===== config.mk =====
export PLATFORM = sky130hd
export DESIGN_NAME = mbinit_repairmb_sb_tx_encoder
export DESIGN_NICKNAME = d
export VERILOG_FILES = /design/src/rtl/mbinit_repairmb_sb_tx_encoder.sv
export SDC_FILE = /design/constraint.sdc
export NUM_CORES = 1
export LEC_CHECK = 0
export CELL_PAD_IN_SITES_DETAIL_PLACEMENT = 0
export CELL_PAD_IN_SITES_GLOBAL_PLACEMENT = 1
export CORE_ASPECT_RATIO = 1.75
export CORE_MARGIN = 5
export CORE_UTILIZATION = 30
export DETAILED_ROUTE_END_ITERATION = 10
export GPL_TIMING_DRIVEN = 0
export PLACE_DENSITY = 0.64
export SLEW_MARGIN = 10
export SYNTH_ARGS = -nofsm -noshare
export SYNTH_HDL_FRONTEND = slang
export SYNTH_SLANG_ARGS = --single-unit

===== constraint.sdc =====
create_clock -name CLK -period 3.4 [get_ports CLK]
set_clock_uncertainty 0.2 [all_clocks]
set_input_delay 0.68 -clock CLK [delete_from_list [all_inputs] [get_ports CLK]]
set_output_delay 0.68 -clock CLK [all_outputs]
set_load 0.005 [all_outputs]

===== src/rtl/mbinit_repairmb_sb_tx_encoder.sv =====
// REPAIRMB sideband TX encoder: builds the 64-bit message-without-data packet,
// streams it as NB = 64/DW beats, then holds the bus idle for GAP_CYCLES.
module mbinit_repairmb_sb_tx_encoder #(
  parameter int DW         = 8,
  parameter int GAP_CYCLES = 4
) (
  input  logic          CLK,
  input  logic          rst_n,
  input  logic          i_valid,
  input  logic [3:0]    i_TX_SbMessage,
  input  logic [2:0]    i_msg_info,
  output logic [DW-1:0] o_sb_data,
  output logic          o_sb_valid,
  output logic          o_busy,
  output logic          o_falling_edge_busy,
  output logic          o_illegal_msg,
  output logic [1:0]    o_dbg_state
);

  localparam int NB = 64 / DW;
  localparam int GW = $clog2(GAP_CYCLES) + 1;

  typedef enum logic [1:0] {
    IDLE = 2'd0,
    SEND = 2'd1,
    GAP  = 2'd2
  } state_t;

  state_t        state;
  logic [63:0]   pkt_q;
  logic [3:0]    beat_cnt;
  logic [GW-1:0] gap_cnt;
  logic [3:0]    last_code;
  logic          block;

  logic [63:0]   pkt_new;
  logic          code_ok;
  logic          code_ill;
  logic          accept;
  logic          rearm;

  // Only called for legal codes 1..6; odd codes are requests, even are responses.
  function automatic logic [63:0] build_pkt(input logic [3:0] code, input logic [2:0] info);
    logic [63:0] p;
    p        = '0;
    p[4:0]   = 5'b10010;
    p[21:14] = code[0] ? 8'hA5 : 8'hAA;
    case (code)
      4'd1, 4'd2: p[39:32] = 8'h0C;
      4'd3, 4'd4: p[39:32] = 8'h0E;
      default:    p[39:32] = 8'h0D;
    endcase
    if (code == 4'd3) p[42:40] = info;
    p[63] = ^p[62:0];
    return p;
  endfunction

  function automatic logic [DW-1:0] beat_of(input logic [63:0] p, input int k);
    logic [63:0] s;
    s = p >> (k * DW);
    return s[DW-1:0];
  endfunction

  always_comb begin
    pkt_new  = build_pkt(i_TX_SbMessage, i_msg_info);
    code_ok  = (i_TX_SbMessage >= 4'd1) && (i_TX_SbMessage <= 4'd6);
    code_ill = (i_TX_SbMessage >= 4'd7);
    accept   = (state == IDLE) && i_valid && code_ok && !block;
    // A held request stays blocked until it is dropped or replaced.
    rearm    = !i_valid || (i_TX_SbMessage != last_code);
  end

  assign o_dbg_state = state;

  always_ff @(posedge CLK) begin
    if (!rst_n) begin
      state               <= IDLE;
      pkt_q               <= '0;
      beat_cnt            <= '0;
      gap_cnt             <= '0;
      last_code           <= '0;
      block               <= 1'b0;
      o_sb_data           <= '0;
      o_sb_valid          <= 1'b0;
      o_busy              <= 1'b0;
      o_falling_edge_busy <= 1'b0;
      o_illegal_msg       <= 1'b0;
    end else begin
      o_falling_edge_busy <= 1'b0;
      o_illegal_msg       <= 1'b0;

      if (accept) begin
        block     <= 1'b1;
        last_code <= i_TX_SbMessage;
      end else if (rearm) begin
        block <= 1'b0;
      end

      case (state)
        IDLE: begin
          o_illegal_msg <= i_valid && code_ill;
          if (accept) begin
            pkt_q      <= pkt_new;
            beat_cnt   <= '0;
            o_sb_data  <= pkt_new[DW-1:0];
            o_sb_valid <= 1'b1;
            o_busy     <= 1'b1;
            state      <= SEND;
          end
        end
        SEND: begin
          if (beat_cnt == 4'(NB - 1)) begin
            o_sb_valid <= 1'b0;
            o_sb_data  <= '0;
            gap_cnt    <= '0;
            state      <= GAP;
          end else begin
            beat_cnt  <= beat_cnt + 4'd1;
            o_sb_data <= beat_of(pkt_q, int'(beat_cnt) + 1);
          end
        end
        GAP: begin
          if (gap_cnt == GW'(GAP_CYCLES - 1)) begin
            o_busy              <= 1'b0;
            o_falling_edge_busy <= 1'b1;
            state               <= IDLE;
          end else begin
            gap_cnt <= gap_cnt + 1'b1;
          end
        end
        default: state <= IDLE;
      endcase
    end
  end

endmodule


# --- Yosys cells after proc, flatten, opt, wreduce, memory -nomap -nowiden ---
# Cells that the tools add are included.
totals:
  reg_bits: 48
  latchBits: 0
  ramBits: 0
  rom_bits: 0
  in_bits: 10
  wordCells: 81
  n_memories: 0
classes:
  n_addsub: 3
  n_mul: 0
  div: 0
  order_cmp: 3
  eq_ne: 14
  shift: 1
  n_mux: 24
  n_bitwise: 0
  n_reduce_logical: 25
op_table:
  columns: ["cell", "count"]
  rows:
  - ["right shift 64 x 8 -> 8 bit", 1]
  - ["parity 63 bit", 1]
  - ["two-way mux 8 bit", 2]
  - ["case mux 8 bit (2 select lines)", 1]
  - ["AND reduction 3 bit", 5]
  - ["two-way mux 4 bit", 3]
  - ["!= test 2 bit, second input constant", 5]
  - ["two-way mux 3 bit", 3]
  - ["equality test 4 x 2 -> 1 bit, second input constant", 2]
  - ["equality test 4 x 3 -> 1 bit, second input constant", 2]
  - ["case mux 4 bit (2 select lines)", 1]
  - ["AND reduction 2 bit", 4]
  - ["nonzero test 2 bit", 4]
  - ["two-way mux 1 bit", 6]
  - ["two-way mux 2 bit", 3]
  - ["case mux 2 bit (3 select lines)", 1]
  - ["case mux 3 bit (2 select lines)", 1]
  - ["adder 4 x 1 -> 5 bit, second input constant", 1]
  - ["logical AND 1 bit", 5]
  - ["adder 4 x 1 -> 4 bit, second input constant", 1]
  - ["equality test 4 x 1 -> 1 bit, second input constant", 1]
  - [">= comparator 4 x 1 -> 1 bit, second input constant", 1]
  - [">= comparator 4 x 3 -> 1 bit, second input constant", 1]
  - ["<= comparator 4 x 3 -> 1 bit, second input constant", 1]
  - ["other kinds (11)", 14]

# --- Longest topological paths before layout ---
# Gate-level depths: netlist of run 1.
logic_depth:
  depth_word: 6
  depth_mapped: 6
  depth_no_buf: 6

# --- Least setup slack after synthesis of run 1 ---
# Ideal clock, no wire load.
synth_timing:
  path_kind: "input to register"
  start: "input port i_TX_SbMessage[0]"
  end: "register o_sb_data[3]"
  setup_time_ps: 128
  t_arrival_ps: 1961
  setup_slack_ps: 1111
  path_stages: 6
  path_buffers: 2
  path_cell_list: "clkbuf_1 -> nor3_1 -> or4_4 -> buf_6 -> a32oi_1 -> nor2_1"
synth_via:
  elab_chain_cells: 6
  elab_cells_between_ends: 7
  cone_classes: "order compare: 2; eq/ne: 1; reduce/logical: 4"
synth_rtl:
  columns: ["element", "line", "rtl"]
  rows:
  - ["start: declaration", "10", "input logic [3:0] i_TX_SbMessage,"]
  - [">= comparator 4 x 1 -> 1 bit / <= comparator 4 x 3 -> 1 bit (equally long branches)", "66", "code_ok = (i_TX_SbMessage >= 4'd1) && (i_TX_SbMessage <= 4'd6);"]
  - ["logical AND 1 bit *", "66", null]
  - ["logical AND 1 bit * (2 in series)", "68", "accept = (state == IDLE) && i_valid && code_ok && !block;"]
  - ["!= test 2 bit (no line) *", null, null]
  - ["AND reduction 2 bit (no line) *", null, null]
  - ["end signal: assignment", "105", "o_sb_data <= pkt_new[DW-1:0];"]
  - ["end signal: assignment", "119", "o_sb_data <= beat_of(pkt_q, int'(beat_cnt) + 1);"]
  - ["end: declaration", "12", "output logic [DW-1:0] o_sb_data,"]
# Every way passes the cells marked *; elsewhere a longest branch is shown, timed or not.
# A chain may end at the register's enable or synchronous reset.

# --- Worst setup path after layout of run 1 ---
layout_timing:
  start: "input port i_valid"
  end: "register o_sb_data[5]"
layout_via:
  elab_chain_cells: 5
layout_rtl:
  columns: ["element", "line", "rtl"]
  rows:
  - ["start: declaration", "9", "input logic i_valid,"]
  - ["logical AND 1 bit (3 in series)", "68", null]
  - ["!= test 2 bit (no line)", null, null]
  - ["AND reduction 2 bit (no line)", null, null]
# Every way passes these cells.

==> impl_metrics.ini, run 1 <==
[status]
outcome = finished clean

[synthesis]
synthSimpleGateAreaFrac_pct = 24.9
syn_area_um2 = 1570
avgSynthCellArea_um2 = 8.44
yosysTopAreaCell = dfxtp_1
synth_xor_area_share_pct = 2.79
netlist_instances = 186
seq_area_frac_synth_pct = 44.6
async_flop_share_pct = 0
netlist_top_cells_area = dfxtp_1 (45%), a21oi_1 (7.0%), nand2_1 (4.8%)
synth_top_family_by_area = simple AND/OR/NAND/NOR gates
synth-edff-count = 0
yosys.area.top_type_share_pct = 44.6
synth_fa_ha_area_share_pct = 2.39
synth_compound_area_share_pct = 17.9
synth_nets = 199
synth_most_common_cell = dfxtp_1
ys_seq_elements = 35
yosysWarnings = 0
synth-main-ff-cell = dfxtp_1
synthTopCellsByCount = dfxtp_1 (35), a21oi_1 (22), nand2_1 (20)
muxShareOfSynthArea_pct = 1.35
yosysUniqueCellTypes = 42

[sta]
final.min_clock_period_ps = 2560
post-route-period-util_pct = 75.3
tightestPinTransition_ps = 566
max_freq_mhz = 390
finalHoldViolCount = 0
hold_ws_ps = 257
fin_setup_tns_ps = 0
relSlewSlack_pct = 62.3
finalSetupViolCount = 0
rsz0062_at_grt = no
final_max_slew_viol_count = 0

[floorplanning]
boundaryPins = 24
die_w_um = 64.7
rows = 35
core_um2 = 5170
start_util_pct = 30.4
design.die.area_um2 = 6840
die_y_um = 106

[flow_run]
max_cap_viol_count = 0

[setup_path]
start_kind = input port
critPathKind = in -> reg
end_kind = flip-flop
required_ps = 3360
worstPathArrival_ps = 2530
r2r_slack_ps = 1310
path_max_fanout = 10

[clock_tree]
cts_max_level = 2
cts_buffers = 5
holdBufCountCts = 0
clock_latency_ps = 290
cts.clk_slew.worst_paths_ps = 80
ctsResizeCount = 0
post_cts_buffers = 0
clockBufferDepth = 2
root_buffer = clkbuf_8
cts_tree = done
clock-sinks = 35

[route]
drt-pass1-iter-count = 4
num_vias = 1420
avgRoutedWirePerCell_um = 15.2
drtAntennaViolNets = 0
top_layer = met4
routed_via_density = 5.30
wl_met1_um = 1620
drt-total-wl_um = 4080
dr_wl_met3_um = 104
drt_iter0_drc = 33
drc = 0
wl_met2_um = 2230

[power_and_ir_drop]
power_frac_comb_pct = 10.6
sw_frac_of_total_pct = 24.7
p_int_uw = 684
power_density_nw_per_um2 = 468
p_clk_share_pct = 41.8
p_seq_share_pct = 47.6
power_leakage_uw = 0.000663
total_power_uw = 908
worst_ir_drop_vdd_mv = 0.166
switchingPower_uw = 225

[cells_and_area]
areaGrowthSynthToFinish_pct = 23.7
layout.cells.non_filler = 268
fin_nets = 225
drive_gt1_share_pct = 8.45
utilization_pct = 37.6
antennaDiodeCount = 0

[hold_path]
worstHoldPathType = reg -> reg

[grt]
antenna_found_initial = 0
grt_pass1_wl_um = 6710
track_usage_pct = 12.8
grt-ovfl-total = 0
grt_pass1_vias = 1411
grt_max_degree = 13

[placed_design]
port-buffer-count = 19
dp_hpwl_um = 3080
place_congestion = 0.802
dp.cells = 260
[logic make-up (layout without fill, tap and decap cells)]
| kind of cell | count (synthesis) | after routing |
|---|---|---|
| AND/OR/NAND/NOR | 74 | 74 |
| multiplexers | 2 | 2 |
| AO/OA/AOI/OAI | 45 | 45 |
| adder cells (fa/ha/maj) | 3 | 3 |
| XOR/XNOR | 5 | 5 |
| buffers and inverters | 22 | 49 |
| flip-flops | 35 | 35 |
[sequential cells by signal, summed over array words and instances, names as in the netlist]
name,flops
pkt_q,9
o_sb_data,8
o_busy,1
last_code,4
block,1
o_dbg_state,2
beat_cnt,4
gap_cnt,3
o_falling_edge_busy,1
o_sb_valid,1
o_illegal_msg,1
[layer usage]
metal | global-route usage, % | up-vias
li1 | - | 723
met1 | 12.7 | 664
met2 | 24.0 | 24
met3 | 2.45 | 9
met4 | 7.11 | 0
met5 | 0 | -
[power groups by stage]
stage | Clock, µW | Combinational (µW) | Sequential, µW
2_1_floorplan | 0 | 61.2 | 440
3_3_place_gp | 0 | 98.1 | 442
3_5_place_dp | 0 | 97.7 | 442
4_1_cts | 393 | 98.3 | 432
5_1_grt | 403 | 107 | 434
6_report | 380 | 96.6 | 432
[placed cells by master, fill, tap and decap left out, types with 2 or more instances in the layout]
cell	synthesis	layout
nand2_1	20	20
buf_2	3	3
clkdlybuf4s50_1	0	19
nor2_1	14	14
clkbuf_1	11	11
nand4_1	3	3
xnor2_1	3	3
xor2_1	2	2
nand3_1	9	9
nor3b_1	4	4
or3_1	2	2
a31oi_1	4	4
inv_1	6	6
nor3_1	7	7
ha_1	3	3
dfxtp_1	35	35
o22ai_1	3	3
clkbuf_8	0	5
nand3b_1	3	3
a21oi_1	22	22
o21ai_0	2	2
o31ai_1	3	3
nand2b_1	3	3
nor2b_1	3	3
and3_1	2	2
[worst max-delay path, cell delays in order]
cell and delay (ps):
clkdlybuf4s50_1 500, or3b_4 420, or4_4 510, buf_2 220
nand4_1 120, o41ai_1 80
[worst paths after layout]
check | startpoint | to | depth (start not counted)
setup / recovery | i_valid | o_sb_data[5] | 6
hold / removal | o_busy | o_busy | 2
setup reg to reg | o_dbg_state[0] | o_sb_data[5] | 5
hold reg to reg | o_busy | o_busy | 2
[through the flow]
step,area (µm²),setup WS (ps)
floorplan,1570,1110
global placement,1830,545
detailed placement,1830,542
CTS,1940,840
global route,1940,756
finish,1940,838
[area by class of cell]
class	instances	area [µm²]
Fill cell	561	3230
Multi-Input combinational cell	129	776
Sequential cell	35	701
Timing Repair Buffer	19	190
Clock buffer	5	68.8
Tap cell	55	68.8
Buffer	15	67.6
Clock inverter	3	43.8
Inverter	7	26.3
Power figures use the tool's default switching activity.
==> run 2, diff against run 1 <==
PLACE_DENSITY = 0.67   (was 0.64)
clock period = 2.2 ns   (was 3.4 ns; I/O delays follow)
==> run 2 against run 1 <==
  * Critical path type unchanged
  * Non-clock buffer count rose by 3
  * Flip-flop and latch count is the same
  * Cell count rose by 1.1%
  * Global-route usage up 0.27 points
  * Core utilization increased by 1.4 points
  * Largest power group unchanged
  * Register-to-register slack got worse by 1200 ps
==> impl_metrics.ini, run 2 (synthesized netlist as in run 1, its figures left out) <==
[hold_path]
holdPathStages = 2
worstHoldPathType = reg -> reg
hold_start = o_busy
hold_end = o_busy

[power_and_ir_drop]
power_leakage_uw = 0.000701
worst_ir_drop_vdd_mv = 0.362
switchingPower_uw = 352
power_density_nw_per_um2 = 706
p_seq_share_pct = 47.0
power_frac_comb_pct = 11.8
p_int_uw = 1070
p_clk_share_pct = 41.2
sw_frac_of_total_pct = 24.8

[route]
drt_iter0_drc = 30
drt-total-wl_um = 4210
routed_via_density = 5.24
drtAntennaViolNets = 0
avgRoutedWirePerCell_um = 15.5
num_vias = 1420
drc = 0
drt-pass1-iter-count = 4

[setup_path]
cpPeakStageDelay_ps = 480
cpLargestDelayFamily = buffers and inverters
required_ps = 2170
r2r_slack_ps = 140
start_kind = input port
path_buf_inv = 2
rr_worst_depth = 5
worstPathArrival_ps = 2050
r2r_end = o_sb_data[3]
path_cells = clkdlybuf4s50_1, a31o_2, or4_4, buf_8, a32oi_1, nor2_1
critPathKind = in -> reg
end_kind = flip-flop
r2r_start = o_dbg_state[0]
path_max_fanout = 5
slowest_stage = or4_4

[cells_and_area]
fin_nets = 228
final_cell_mix = dfxtp_1 (35), a21oi_1 (22), nand2_1 (20)
drive_gt1_share_pct = 10.2
antennaDiodeCount = 0
largest_register_ffs = 9
reg_top3 = pkt_q: 9 flops, o_sb_data: 8 flops
final_common_cell = dfxtp_1
top_register = pkt_q
fillers = 565
utilization_pct = 38.9
areaGrowthSynthToFinish_pct = 28.1

[grt]
antenna_found_initial = 0
grt_max_degree = 13
track_usage_pct = 13.1
grt_busiest_layer = met2
grt_use_met3_pct = 1.92
met2_usage_pct = 24.3
grt-ovfl-total = 0
grt_pass1_vias = 1444
grt_pass1_wl_um = 6910
grt_use_met1_pct = 13.0

[sta]
max_freq_mhz = 480
finalHoldViolCount = 0
finalSetupViolCount = 0
hold_ws_ps = 257
final.min_clock_period_ps = 2080
rsz0062_at_grt = no
tightestPinTransition_ps = 533
post-route-period-util_pct = 94.7
relSlewSlack_pct = 64.4
final_max_slew_viol_count = 0
fin_ws_ps = 117
fin_setup_tns_ps = 0

[floorplanning]
start_util_pct = 30.4
die_w_um = 64.7
core_um2 = 5170
boundaryPins = 24
die_y_um = 106
design.die.area_um2 = 6840
rows = 35

[clock_tree]
clockBufferDepth = 2
cts_buffers = 5
cts_max_level = 2
root_buffer = clkbuf_8
cts.clk_slew.worst_paths_ps = 80
clock_latency_ps = 290
clock-sinks = 35
cts_tree = done

[placed_design]
dp_hpwl_um = 3120
port-buffer-count = 19
dp_slack_ps = -416
place_congestion = 0.777

[flow_run]
max_cap_viol_count = 0

[status]
outcome = finished clean
==> run 2: worst min-delay path, cell delays in order (launching register included) <==
cell     delay, ps
dfxtp_1        310
nand2_1         50
a21oi_1         50
==> run 2: power groups by stage <==
| stage | Clock [µW] | Sequential, µW | Combinational (µW) |
|---|---|---|---|
| after floorplan | 0 | 680 | 94.6 |
| after global placement | 0 | 682 | 151 |
| after detailed placement | 0 | 683 | 151 |
| after CTS | 607 | 669 | 158 |
| after global routing | 628 | 671 | 184 |
| final | 585 | 668 | 167 |
==> run 2: worst max path at each step <==
stage / start / endpoint / slack, ps / cells after the start
3_5_place_dp: i_valid / o_sb_data[5] / -420 / 6
6_report: i_TX_SbMessage[3] / o_sb_data[3] / 120 / 6
3_3_place_gp: i_valid / pkt_q[42] / -420 / 6
2_1_floorplan: i_TX_SbMessage[0] / o_sb_data[3] / 150 / 6
4_1_cts: i_valid / o_sb_data[3] / 10 / 6
5_1_grt: i_TX_SbMessage[3] / o_sb_data[3] / 80 / 6
==> run 2: layout make-up <==
class                           instances  area (µm²)  area share, %
Multi-Input combinational cell        129         791           39.3
Sequential cell                        35         701           34.8
Timing Repair Buffer                   22         233           11.6
Buffer                                 15        80.1           3.98
Clock buffer                            5        68.8           3.42
Tap cell                               55        68.8           3.42
Clock inverter                          3        43.8           2.18
Inverter                                7        26.3           1.31
==> run 2: per-stage QoR <==
| stage | cells | instance area [µm²] | total power, µW |
|---|---|---|---|
| after CTS | 270 | 1970 | 1430 |
| final | 271 | 2010 | 1420 |
| after global routing | 271 | 2010 | 1480 |
| after global placement | 260 | 1830 | 833 |
| after floorplan | 186 | 1570 | 774 |
| after detailed placement | 260 | 1830 | 834 |
==> run 2: repair_timing <==
item / in CTS / in global routing
hold buffers: 0 / 0
endpoints found under the hold margin: 0 / 0
cloned: 0 / 1
buffers inserted: 2 / 0
gates resized for setup: 3 / 3
pin swaps: 2 / 2
endpoints found under the setup margin: 14 / 6
==> run 2: routing by layer <==
layer	wire length [µm]	part of all wire, %
met1	1630	39
met3	90	2.1
met2	2330	55
met4	155	3.7
met5	0	0
